$ cat src/rtl/io_filter_pkg.sv
// Shared constants and helpers for the synchronising input filter family.
package io_filter_pkg;
    localparam int   I2C_SYNC_STAGES = 2;
    localparam int   I2C_FILTER_LEN  = 3;
    localparam logic I2C_IDLE_LEVEL  = 1'b1;

    localparam int CH_SCL = 0;
    localparam int CH_SDA = 1;

    // Counter only needs to reach len-1; keep at least one bit for len <= 2.
    function automatic int cnt_width(input int len);
        return (len <= 2) ? 1 : $clog2(len);
    endfunction
endpackage

$ cat src/rtl/io_filter_ch.sv
// One channel: synchroniser chain, consecutive-sample spike filter and edge/glitch pulses.
module io_filter_ch
    import io_filter_pkg::*;
#(
    parameter int   SYNC_STAGES = I2C_SYNC_STAGES,
    parameter int   FILTER_LEN  = I2C_FILTER_LEN,
    parameter logic RESET_VAL   = I2C_IDLE_LEVEL
) (
    input  logic clk_sync,
    input  logic reset_n,
    input  logic sample_en,
    input  logic bypass,
    input  logic in,
    output logic out,
    output logic rise,
    output logic fall,
    output logic glitch
);
    localparam int            CW      = cnt_width(FILTER_LEN);
    localparam logic [CW-1:0] CNT_MAX = CW'(FILTER_LEN - 1);

    logic [SYNC_STAGES-1:0] sync_q;
    logic                   sync;
    logic [CW-1:0]          cnt, cnt_nxt;
    logic                   out_nxt, rise_nxt, fall_nxt, glitch_nxt;

    assign sync = sync_q[SYNC_STAGES-1];

    always_comb begin
        cnt_nxt    = cnt;
        out_nxt    = out;
        glitch_nxt = 1'b0;
        if (bypass) begin
            out_nxt = sync;
            cnt_nxt = '0;
        end else if (sample_en) begin
            if (sync == out) begin
                // A run that ended before reaching FILTER_LEN was a spike.
                if (cnt != '0) begin
                    cnt_nxt    = '0;
                    glitch_nxt = 1'b1;
                end
            end else if (cnt == CNT_MAX) begin
                out_nxt = sync;
                cnt_nxt = '0;
            end else begin
                cnt_nxt = cnt + 1'b1;
            end
        end
        rise_nxt = ~out & out_nxt;
        fall_nxt = out & ~out_nxt;
    end

    always_ff @(posedge clk_sync or negedge reset_n) begin
        if (!reset_n) begin
            sync_q <= {SYNC_STAGES{RESET_VAL}};
            out    <= RESET_VAL;
            cnt    <= '0;
            rise   <= 1'b0;
            fall   <= 1'b0;
            glitch <= 1'b0;
        end else begin
            sync_q <= {sync_q[SYNC_STAGES-2:0], in};
            out    <= out_nxt;
            cnt    <= cnt_nxt;
            rise   <= rise_nxt;
            fall   <= fall_nxt;
            glitch <= glitch_nxt;
        end
    end
endmodule

$ cat src/rtl/io_sync_filter_multi.sv
// NUM_CH independent synchronise-and-filter channels sharing one sample strobe and bypass.
module io_sync_filter_multi
    import io_filter_pkg::*;
#(
    parameter int   NUM_CH      = 2,
    parameter int   SYNC_STAGES = I2C_SYNC_STAGES,
    parameter int   FILTER_LEN  = I2C_FILTER_LEN,
    parameter logic RESET_VAL   = I2C_IDLE_LEVEL
) (
    input  logic              clk_sync,
    input  logic              reset_n,
    input  logic              sample_en,
    input  logic              bypass,
    input  logic [NUM_CH-1:0] in,
    output logic [NUM_CH-1:0] out,
    output logic [NUM_CH-1:0] rise,
    output logic [NUM_CH-1:0] fall,
    output logic [NUM_CH-1:0] glitch
);
    if (NUM_CH < 1)      begin : g_bad_num_ch  $error("NUM_CH must be >= 1");      end
    if (SYNC_STAGES < 2) begin : g_bad_sync    $error("SYNC_STAGES must be >= 2"); end
    if (FILTER_LEN < 1)  begin : g_bad_filter  $error("FILTER_LEN must be >= 1");  end

    for (genvar gi = 0; gi < NUM_CH; gi++) begin : g_ch
        io_filter_ch #(
            .SYNC_STAGES(SYNC_STAGES),
            .FILTER_LEN (FILTER_LEN),
            .RESET_VAL  (RESET_VAL)
        ) u_ch (
            .clk_sync (clk_sync),
            .reset_n  (reset_n),
            .sample_en(sample_en),
            .bypass   (bypass),
            .in       (in[gi]),
            .out      (out[gi]),
            .rise     (rise[gi]),
            .fall     (fall[gi]),
            .glitch   (glitch[gi])
        );
    end
endmodule
$ cat config.mk
export PLATFORM = sky130hd
export DESIGN_NAME = io_sync_filter_multi
export DESIGN_NICKNAME = d
export VERILOG_FILES = /design/src/rtl/io_filter_pkg.sv /design/src/rtl/io_filter_ch.sv /design/src/rtl/io_sync_filter_multi.sv
export SDC_FILE = /design/constraint.sdc
export NUM_CORES = 1
export LEC_CHECK = 0
export BUFFER_PORTS_ARGS = -buffer_cell sky130_fd_sc_hd__buf_2
export CORE_AREA = 2 2 39 41
export CTS_BUF_LIST = sky130_fd_sc_hd__clkbuf_16
export CTS_CLUSTER_DIAMETER = 30
export DETAILED_ROUTE_END_ITERATION = 16
export DIE_AREA = 0 0 41 43
export PLACE_DENSITY = 0.73
export SLEW_MARGIN = 30
export SYNTH_ARGS = -nofsm -noshare
export SYNTH_HDL_FRONTEND = slang
export SYNTH_SLANG_ARGS = --single-unit
$ cat constraint.sdc
create_clock -name clk_sync -period 2.1 [get_ports clk_sync]
set_clock_uncertainty 0.1 [all_clocks]
set_input_delay 0.42 -clock clk_sync [delete_from_list [all_inputs] [get_ports clk_sync]]
set_output_delay 0.42 -clock clk_sync [all_outputs]
set_load 0.01 [all_outputs]
Word-level counts from Yosys, hierarchy flattened --
Index checks and enable logic that the tools add are counted.
Cells by class: add/sub/neg operators 2, equal/unequal tests 6, bitwise operators 8, mux-type cells 26, reductions and logical operators 5
Operators by type and width (number):
- $mux 2 | 10
- $mux 1 | 16
- $ne 3x3->1 const B | 2
- $reduce_bool 2->1 | 3
- $add 2x1->2 const B | 2
- $and 1x1->1 | 4
- $eq 2x2->1 const B | 2
- $not 1->1 | 4
- $reduce_and 2->1 | 2
- $eq 1x1->1 | 2
Word-level totals: input bits 6, flip-flop bits (word level) 16

Longest topological paths before layout --
depth after elaboration 7, mapped depth 3

By module --
From an unflattened synthesis, not the netlist that was laid out.
Unflattened totals: cell total of the unflattened synthesis 44, area, all modules 625.6 um2
By module, submodules not included:
- io_filter_ch | cells each 22, area an instance 312.8 um2, times used 2, seq. area each 203.9 um2

Worst setup path before layout --
No wires, ideal clock.
path type input-to-reg, start input port sample_en, end register g_ch[0].u_ch.out, setup time 82 ps, buffers on the path 1, data arrival time 1020 ps, stages 3, setup slack 898 ps, path through buf_4 a31oi_4 mux2_4
Between the ends: cells in the longest elaborated chain, start to end 2
Ends and longest elaborated chain:
- start: declaration | line io_sync_filter_multi.sv:12 | input logic sample_en,
- $mux 1 | line io_filter_ch.sv:36 | end else if (sample_en) begin
- $mux 1 | line io_filter_ch.sv:33 | if (bypass) begin
- named net g_ch[0].u_ch.out_nxt | line io_filter_ch.sv:25 | logic out_nxt, rise_nxt, fall_nxt, glitch_nxt;
- end signal: assignment | line io_filter_ch.sv:64 | out <= out_nxt;
- end: declaration | line io_filter_ch.sv:14 | output logic out,
The timed path passes the listed nets, and every way through them passes these cells. A chain may end at the register's enable or synchronous reset.

Worst setup path in the final report --
start register g_ch[0].u_ch.out, end output port out[0]
RTL lines:
- end: declaration | line io_sync_filter_multi.sv:15 | output logic [NUM_CH-1:0] out,
No word-level cell between the ends.

==> run summary <==
R2R depth -> 3
Final nets -> 70
Later-pin clock latency in the skew report -> 0.25 ns
FMAX -> 683 MHz
Ys Warns -> 0
Synth area leader -> dfrtp_1
Initial antenna violation count -> 0
Mapped Cells -> 54
Root Buffer -> clkbuf_16
Drc violations -> 0
EDFF count, synth -> 0
Maximum clock insertion buffer count -> 2
Routed len/inst -> 12.6 µm
Sequential area share after synthesis -> 59.4%
Critical path's largest stage delay -> 0.56 ns
Yosys cell types -> 16
Setup ws final -> 0.636 ns
Antenna viol nets, final -> 0
HPWL Detailed -> 642 µm
RSZ-0062 raised after global routing -> false
Num CTS Buffers -> 3
Slowest cell on the critical path -> dfstp_2
Vias/cell -> 5.03
FF-to-FF setup slack -> 0.81 ns
Worst slew pin tran -> 0.338 ns
Total grt overflow -> 0
Syn Nets -> 60
CP cell instances -> buf_2
Final wirelength -> 985 µm
Largest family of logic cells by synthesized area -> simple AND/OR/NAND/NOR gates
Vias in the first global route -> 352
Clock Sinks -> 16
Hold WC Path Type -> in -> reg
Initial core utilization -> 49.6%
Iter 0 DRT Violations -> 8
GRT Util Overall -> 14.5%
Hold WS -> 0.172 ns
Die area -> 0.00176 mm²
CP required -> 1.58 ns
Hold EP -> g_ch[1].u_ch.sync_q[0]
Pre-CTS setup slack -> 0.724 ns
CTS tree -> built
Via count -> 392
Number of fill cells -> 110
Buf/Inv on CP -> 1
CP arrival -> 0.94 ns
CP Class -> reg -> out
Hold Startpoint -> in[1]
Post-CTS setup buffer count -> 0
Synthesis-to-finish area growth -> 14.9%
CP Capture Type -> output pin
Pins Over Slew Limit -> 0
Top cell type's share of synthesized area -> 36.4%
GP Congestion -> 0.679
Pleak -> 0.354 nW
Period utilization -> 69.7%
Tmin final -> 1.46 ns
Cell Area, Synth -> 687 µm²
Crit path launch type -> flip-flop
H-tree Lvls -> 1
Die X -> 41 µm
Core Box Area -> 0.00138 mm²
Antenna diodes -> 0
Sum Neg Setup Slack -> 0 ns
Synth Area in Compound Gates -> 7.83%
Hold path cells -> 1
Slew margin rel. -> 77.5%
Main flop type after synthesis -> dfrtp_1
Endpoints failing hold -> 0
Pin count of the biggest net entering global routing -> 17
#FFs+latches synth -> 16
Run status -> finished clean
First-pass GRT wire length -> 1530 µm
Synth Area in Adders -> 0%
# rows -> 14
Die height -> 43 µm
Synth Area in Simple Gates -> 15.5%
Mux cell area share after synthesis -> 3.83%
Boundary Pins -> 14
Post-synth ARST share -> 100%
R2r startpoint -> g_ch[0].u_ch.out
Setup Viol. Count Final -> 0
Post-Synth XOR/XNOR Area -> 2.55%
DR pass1 iterations -> 4
Maxcap violations -> 0
PortBufs -> 13
RR Endpoint -> g_ch[0].u_ch.cnt[1]
Share of layout cells above drive strength 1 -> 40.3%
PD cells -> 981 mW/mm²
Area contributors post-synth -> dfrtp_1 (36%), dfstp_2 (23%), buf_4 (9.8%)
Critical path's top delay family -> flip-flops
Crit-path max FO -> 5
Worst vdd ir -> 534 µV
Clock Pin Slew Worst Setup and Hold Paths -> 0.05 ns
Average cell area after synthesis -> 12.7 µm²
==> stage by stage <==
stage | util (%) | instance area (µm²) | std cells | power, mW
final | 57.1 | 790 | 78 | 0.774
after global routing | 57.1 | 790 | 78 | 0.804
after CTS | 57.1 | 790 | 78 | 0.781
after detailed placement | 50.9 | 704 | 74 | 0.416
after global placement | 50.9 | 704 | 74 | 0.414
after floorplan | - | 687 | 54 | 0.402
==> routing by layer <==
layer  wire [µm]  GRT usage, %
met4          38          16.0
met5           0             0
met1         421          18.3
met3          53          4.71
met2         472          17.2
==> flip-flops by register name, summed over array words and instances, names as in the netlist <==
register	flops
g_ch.u_ch.cnt	4
g_ch.u_ch.fall	2
g_ch.u_ch.glitch	2
g_ch.u_ch.out	2
g_ch.u_ch.rise	2
g_ch.u_ch.sync_q	4
==> report_power, final <==
part | leakage (nW) | total [mW] | switching, mW | internal (mW)
clock network | 0.0370 | 0.361 | 0.112 | 0.249
registers | 0.199 | 0.346 | 0.0134 | 0.333
logic | 0.118 | 0.0668 | 0.0370 | 0.0298
==> repair_timing <==
action,CTS,global route
gates resized for setup,0,0
hold buffers,1,0
hold endpoints to repair,10,0
==> cells in the mapped netlist (2+ instances only) <==
library cell	instances
nor3b_1	4
a21oi_1	4
buf_4	9
dfrtp_1	10
nor3_1	2
xor2_1	2
nand2b_1	5
nor2_1	2
dfstp_2	6
nand3_1	2
nand4b_1	2
inv_1	2
==> worst register-to-register path, stage by stage, from the launching register on <==
cell and delay [ns]:
dfstp_2 0.56, xor2_1 0.26, nand4b_1 0.14, a21oi_1 0.15
==> kinds of logic (layout without fill, tap and decap cells) <==
logic type | Yosys count | after routing
xor gates and xnor gates | 2 | 2
buffers and inverters | 11 | 19
muxes | 2 | 2
DFF | 16 | 16
AOI/OAI and AO/OA | 6 | 6
and+or+nand+nor | 17 | 17
==> worst max-delay path by stage <==
| stage | start | cells past startpoint | endpoint | slack, ns |
|---|---|---|---|---|
| after floorplan | sample_en | 3 | g_ch[0].u_ch.out | 0.90 |
| after global placement | sample_en | 3 | g_ch[1].u_ch.out | 0.75 |
| after detailed placement | sample_en | 3 | g_ch[1].u_ch.out | 0.72 |
| after CTS | g_ch[0].u_ch.out | 1 | out[0] | 0.63 |
| after global routing | g_ch[1].u_ch.out | 1 | out[1] | 0.61 |
| final | g_ch[0].u_ch.out | 1 | out[0] | 0.64 |
==> placed cells by master (no fill, tap or decap), types with 3 or more instances in the layout <==
master | synthesis | routed
dfrtp_1 | 10 | 10
clkbuf_16 | 0 | 3
a21oi_1 | 4 | 4
nor3b_1 | 4 | 4
nand2b_1 | 5 | 5
buf_2 | 0 | 13
dfstp_2 | 6 | 6
==> final cells by class <==
class	count	area, µm²	share of cell area [%]
clock buffer	3	75.1	9.51
inverter	2	7.51	0.951
multi-input combinational	27	204	25.8
sequential	16	408	51.7
tap	16	20.0	2.54
timing repair buffer	14	75.1	9.51
(Power assumes the default switching activity.)
